File: config.mk
export PLATFORM = sky130hd
export DESIGN_NAME = t03_dpu_nibble_streamer
export DESIGN_NICKNAME = d
export VERILOG_FILES = /design/src/rtl/t03_dpu_nibble_streamer.sv
export SDC_FILE = /design/constraint.sdc
export NUM_CORES = 1
export LEC_CHECK = 0
export ABC_CLOCK_PERIOD_IN_PS = 1800
export CAP_MARGIN = 20
export CORE_MARGIN = 1.5
export CORE_UTILIZATION = 41
export CTS_BUF_LIST = sky130_fd_sc_hd__clkbuf_16
export DETAILED_ROUTE_END_ITERATION = 12
export GPL_TIMING_DRIVEN = 0
export PLACE_DENSITY = 0.76
export SYNTH_ARGS = -nofsm -noshare
export SYNTH_HDL_FRONTEND = slang
export SYNTH_SLANG_ARGS = --single-unit
File: constraint.sdc
create_clock -name clk -period 1.8 [get_ports clk]
set_input_delay 0.36 -clock clk [delete_from_list [all_inputs] [get_ports clk]]
set_output_delay 0.36 -clock clk [all_outputs]
set_load 0.03 [all_outputs]
File: src/rtl/t03_dpu_nibble_streamer.sv
// Captures coordinate nibbles from the DPU or the register bank and holds them on a parallel bus.
// On request, it streams a snapshot of that bus nibble-by-nibble over a valid/ready link, ending with the player state.
module t03_dpu_nibble_streamer #(
  parameter int unsigned N_CH    = 4,
  parameter int unsigned COORD_W = 8,
  parameter int unsigned NIB_W   = 4
) (
  input  logic                                      clk,
  input  logic                                      rst,
  input  logic [N_CH*COORD_W-1:0]                   coord_in,
  input  logic [N_CH*COORD_W-1:0]                   reg_nib_in,
  input  logic [NIB_W-1:0]                          reg_state_in,
  input  logic                                      new_input_select,
  input  logic                                      register_input,
  output logic [N_CH*COORD_W-1:0]                   par_out,
  output logic [NIB_W-1:0]                          player_state_out,
  input  logic                                      stream_start,
  output logic                                      stream_valid,
  input  logic                                      stream_ready,
  output logic [NIB_W-1:0]                          stream_data,
  output logic [$clog2(N_CH*(COORD_W/NIB_W)+1)-1:0] stream_idx,
  output logic                                      stream_last,
  output logic                                      busy,
  output logic                                      done
);

  localparam int unsigned NIBS  = COORD_W / NIB_W;
  localparam int unsigned BEATS = N_CH * NIBS + 1;
  localparam int unsigned BUS_W = N_CH * COORD_W;
  localparam int unsigned SH_W  = BUS_W + NIB_W;
  localparam int unsigned IDX_W = $clog2(BEATS);
  localparam logic [IDX_W-1:0] LAST_IDX = IDX_W'(BEATS - 1);

  typedef enum logic {S_IDLE, S_STREAM} state_e;

  state_e            state_q, state_d;
  logic [BUS_W-1:0]  par_q, par_d;
  logic [NIB_W-1:0]  pst_q, pst_d;
  logic [SH_W-1:0]   shadow_q, shadow_d;
  logic [IDX_W-1:0]  idx_q, idx_d, idx_nx;
  logic [NIB_W-1:0]  data_q, data_d;
  logic              valid_q, valid_d;
  logic              last_q, last_d;
  logic              busy_q, busy_d;
  logic              done_q, done_d;
  int unsigned       nib_base;

  always_ff @(posedge clk) begin
    if (!rst) begin
      state_q  <= S_IDLE;
      par_q    <= '0;
      pst_q    <= '0;
      shadow_q <= '0;
      idx_q    <= '0;
      data_q   <= '0;
      valid_q  <= 1'b0;
      last_q   <= 1'b0;
      busy_q   <= 1'b0;
      done_q   <= 1'b0;
    end else begin
      state_q  <= state_d;
      par_q    <= par_d;
      pst_q    <= pst_d;
      shadow_q <= shadow_d;
      idx_q    <= idx_d;
      data_q   <= data_d;
      valid_q  <= valid_d;
      last_q   <= last_d;
      busy_q   <= busy_d;
      done_q   <= done_d;
    end
  end

  // Capture path: DPU load has priority and leaves the player state untouched.
  always_comb begin
    par_d = par_q;
    pst_d = pst_q;
    if (new_input_select) begin
      par_d = coord_in;
    end else if (register_input) begin
      par_d = reg_nib_in;
      pst_d = reg_state_in;
    end
  end

  // Stream FSM; the shadow is packed {state, par} so the state lands on the final beat index.
  always_comb begin
    state_d  = state_q;
    shadow_d = shadow_q;
    idx_d    = idx_q;
    data_d   = data_q;
    valid_d  = 1'b0;
    last_d   = 1'b0;
    busy_d   = 1'b0;
    done_d   = 1'b0;
    idx_nx   = idx_q + IDX_W'(1);
    nib_base = 32'(idx_nx) * NIB_W;
    case (state_q)
      S_IDLE: begin
        if (stream_start) begin
          shadow_d = {pst_q, par_q};
          idx_d    = '0;
          data_d   = par_q[NIB_W-1:0];
          valid_d  = 1'b1;
          busy_d   = 1'b1;
          state_d  = S_STREAM;
        end
      end
      S_STREAM: begin
        valid_d = 1'b1;
        busy_d  = 1'b1;
        last_d  = last_q;
        if (stream_ready) begin
          if (last_q) begin
            state_d = S_IDLE;
            valid_d = 1'b0;
            busy_d  = 1'b0;
            last_d  = 1'b0;
            done_d  = 1'b1;
            idx_d   = '0;
          end else begin
            idx_d  = idx_nx;
            data_d = shadow_q[nib_base +: NIB_W];
            last_d = (idx_nx == LAST_IDX);
          end
        end
      end
      default: state_d = S_IDLE;
    endcase
  end

  assign par_out          = par_q;
  assign player_state_out = pst_q;
  assign stream_valid     = valid_q;
  assign stream_data      = data_q;
  assign stream_idx       = idx_q;
  assign stream_last      = last_q;
  assign busy             = busy_q;
  assign done             = done_q;

endmodule

==> results.json <==
{
  "cp.required_ps": 1440,
  "chipWidth_um": 98.0,
  "dr.pass1.iters": 4,
  "fmax_mhz": 565,
  "synth_top_area_share_pct": 44.9,
  "detail-route-antenna-nets": 0,
  "hold_buffers": 0,
  "critPathArrivalTime_ps": 1410,
  "peakVddDrop_v": 0.000509,
  "fin_skew_ps": 6.25,
  "rsz0062_at_grt": "true",
  "ys_async_sr_fraction_pct": 0,
  "final_cell_mix": "clkdlybuf4s50_1, dfxtp_1, nand2_1",
  "critPathSlowestCell": "clkdlybuf4s50_1",
  "r2r-end": "stream_data[1]",
  "clkSlewWorstSetupHoldPaths_ps": 60,
  "clkSinkCount": 83,
  "hold_viol": 0,
  "crit_type": "register to output port",
  "final_common_cell": "clkdlybuf4s50_1",
  "place.gp.congestion": 0.905,
  "worstMarginPinSlew_ps": 549,
  "antennaDiodeCount": 0,
  "synth_ff_type": "dfxtp_1",
  "synth_fp_nets": 525,
  "dp_hpwl_um": 7350,
  "die_h_um": 98.0,
  "leakage_nw": 2.22,
  "start_util_pct": 42.4,
  "whs_ps": 425,
  "startpoint_type": "register",
  "slew_headroom_pct": 63.4,
  "cts_buffers": 9,
  "drive_gt1_share_pct": 9.26,
  "fin_crit_sh_pct": 98.3,
  "pre_cts_ws_ps": -382,
  "rrSetupSlack_ps": 40,
  "drt_iter0_markers": 154,
  "min-delay-start": "stream_ready",
  "via_count": 3576,
  "vias_per_cell": 5.18,
  "outcome": "completed",
  "io_buffers": 120,
  "ys_ff_latch": 83,
  "critPathLaunch": "par_out[20]",
  "wl_per_cell_um": 14.6,
  "cts_setup_buffers": 0,
  "rr_startpoint": "stream_idx[1]",
  "cts_buffer_depth": 2,
  "antenna_found_initial": 0,
  "synth_edf_count": 0,
  "slowest_delay_ps": 690,
  "wl_um": 10100,
  "min_path_cells": 2,
  "globalRoute.totalOverflow": 0,
  "synth_warnings": 0,
  "fin_setup_tns_ps": 0,
  "dpl_cell_area_um2": 5040,
  "grt_util_all_layers_pct": 20.4,
  "grt_pass1_vias": 3454,
  "cts_tree": "built",
  "cts_root_buf": "clkbuf_16",
  "drc_errors": 0,
  "die_area_um2": 9600,
  "fillCellCount": 738,
  "grt_pass1_wl_um": 15900,
  "ys_seq_area_share_pct": 44.9,
  "fin_crit_ps": 1770,
  "synth_top_area_cell": "dfxtp_1",
  "synth_cell_types": 39,
  "fin_cells": 691,
  "r2r_cells": 5,
  "design_area_um2": 5490,
  "grt_max_degree": 14,
  "core_region_area_um2": 8720,
  "dpl.cell_count": 677,
  "hp-class": "input port to register",
  "h-tree-depth": 3,
  "netlist_area_um2": 3700,
  "cap_violations": 0,
  "worst-path-buf-inv": 1,
  "timing.final.ws_setup_ps": 29.7,
  "crit_family": "buffers and inverters",
  "io_pins": 122,
  "clk_latency_ps": 330,
  "setup_viol": 0,
  "cp_max_fo": 3,
  "cp-end-kind": "output port",
  "synthToLayoutAreaGrowth_pct": 48.3,
  "p_per_area_nw_per_um2": 886,
  "cp_cell_sequence": "clkdlybuf4s50_1",
  "yosys-top-cells-area": "dfxtp_1, a21oi_1, mux2i_1, nand2_1, nor2_1",
  "rows": 34,
  "synth_cells": 449,
  "nets": 656,
  "slew_violations": 0,
  "synth_area_per_cell_um2": 8.24,
  "holdPathEnd": "busy"
}
-- state kept, by name, indices dropped and copies added (netlist names) --
signal / cells
busy: 1
shadow_q: 36
par_out: 32
stream_idx: 4
stream_last: 1
player_state_out: 4
stream_data: 4
done: 1
-- report_power, final --
part,internal (mW),leakage [nW],total (mW),switching [mW]
logic,0.396,1.38,0.822,0.425
clock network,1.34,0.159,2.03,0.696
registers,1.93,0.681,2.00,0.0749
total,3.66,2.22,4.86,1.20
-- worst max path at each step --
stage	cells past startpoint	end	slack, ps
2_1_floorplan	6	stream_data[2]	30
3_3_place_gp	6	par_out[8]	-360
3_5_place_dp	6	par_out[5]	-380
4_1_cts	1	par_out[1]	0.7
5_1_grt	7	stream_data[1]	-30
6_report	1	par_out[20]	30
-- synthesized netlist by cell type, types with 2 or more instances --
cell type  number
mux2_2          4
buf_1          10
mux2i_1        36
a21oi_1        72
inv_1           9
nand4b_1        2
buf_4           2
nand4_1         2
nand2b_1        2
clkbuf_1       15
a311oi_1        8
dfxtp_1        83
nor3b_1         4
mux4_1          3
and2_1          3
nor2_1         73
nand2_1        77
o21ai_0         6
buf_2           8
o31ai_1         3
nor2b_1         2
o22ai_1         5
ha_1            2
a211oi_1        3
-- cells by family (layout without fill, tap and decap cells) --
group                      Yosys count  in the layout  share of synthesized area [%]
AOI/OAI and AO/OA                  100            100                           15.1
xor gates and xnor gates             3              3                          0.914
DFF                                 83             83                           44.9
muxes                               45             45                           14.0
adders and majority gates            2              2                          0.676
and+or+nand+nor                    170            170                           19.0
buffers and inverters               46            180                           5.34
-- area by class of cell --
class	instances	area (um^2)	area share [%]
Buffer	36	181	3.31
Clock buffer	9	225	4.10
Clock inverter	5	103	1.87
Inverter	10	37.5	0.684
Multi-Input combinational cell	320	1920	35.0
Sequential cell	83	1670	30.4
Tap cell	108	135	2.46
Timing Repair Buffer	120	1220	22.2
-- per-stage QoR --
| stage | utilization, % | power, mW |
|---|---|---|
| floorplan | - | 2.45 |
| CTS | 61.6 | 4.84 |
| detailed placement | 57.8 | 2.84 |
| global placement | 57.8 | 2.82 |
| finish | 62.9 | 4.86 |
| global route | 62.9 | 5.03 |
-- metal layers --
| layer | routed length, um | track usage [%] | vias to the layer above |
|---|---|---|---|
| met1 | 4450 | 25.8 | 1657 |
| met3 | 549 | 4.37 | 19 |
| met2 | 4890 | 34.9 | 114 |
| li1 | - | - | 1786 |
| met4 | 195 | 6.26 | 0 |
| met5 | 0 | 0 | - |
-- repair_timing --
item / in CTS / in global routing
pin swaps: 0 / 1
endpoints found under the setup margin: 23 / 42
gates resized for setup: 8 / 37
Power figures use the tool's default switching activity.
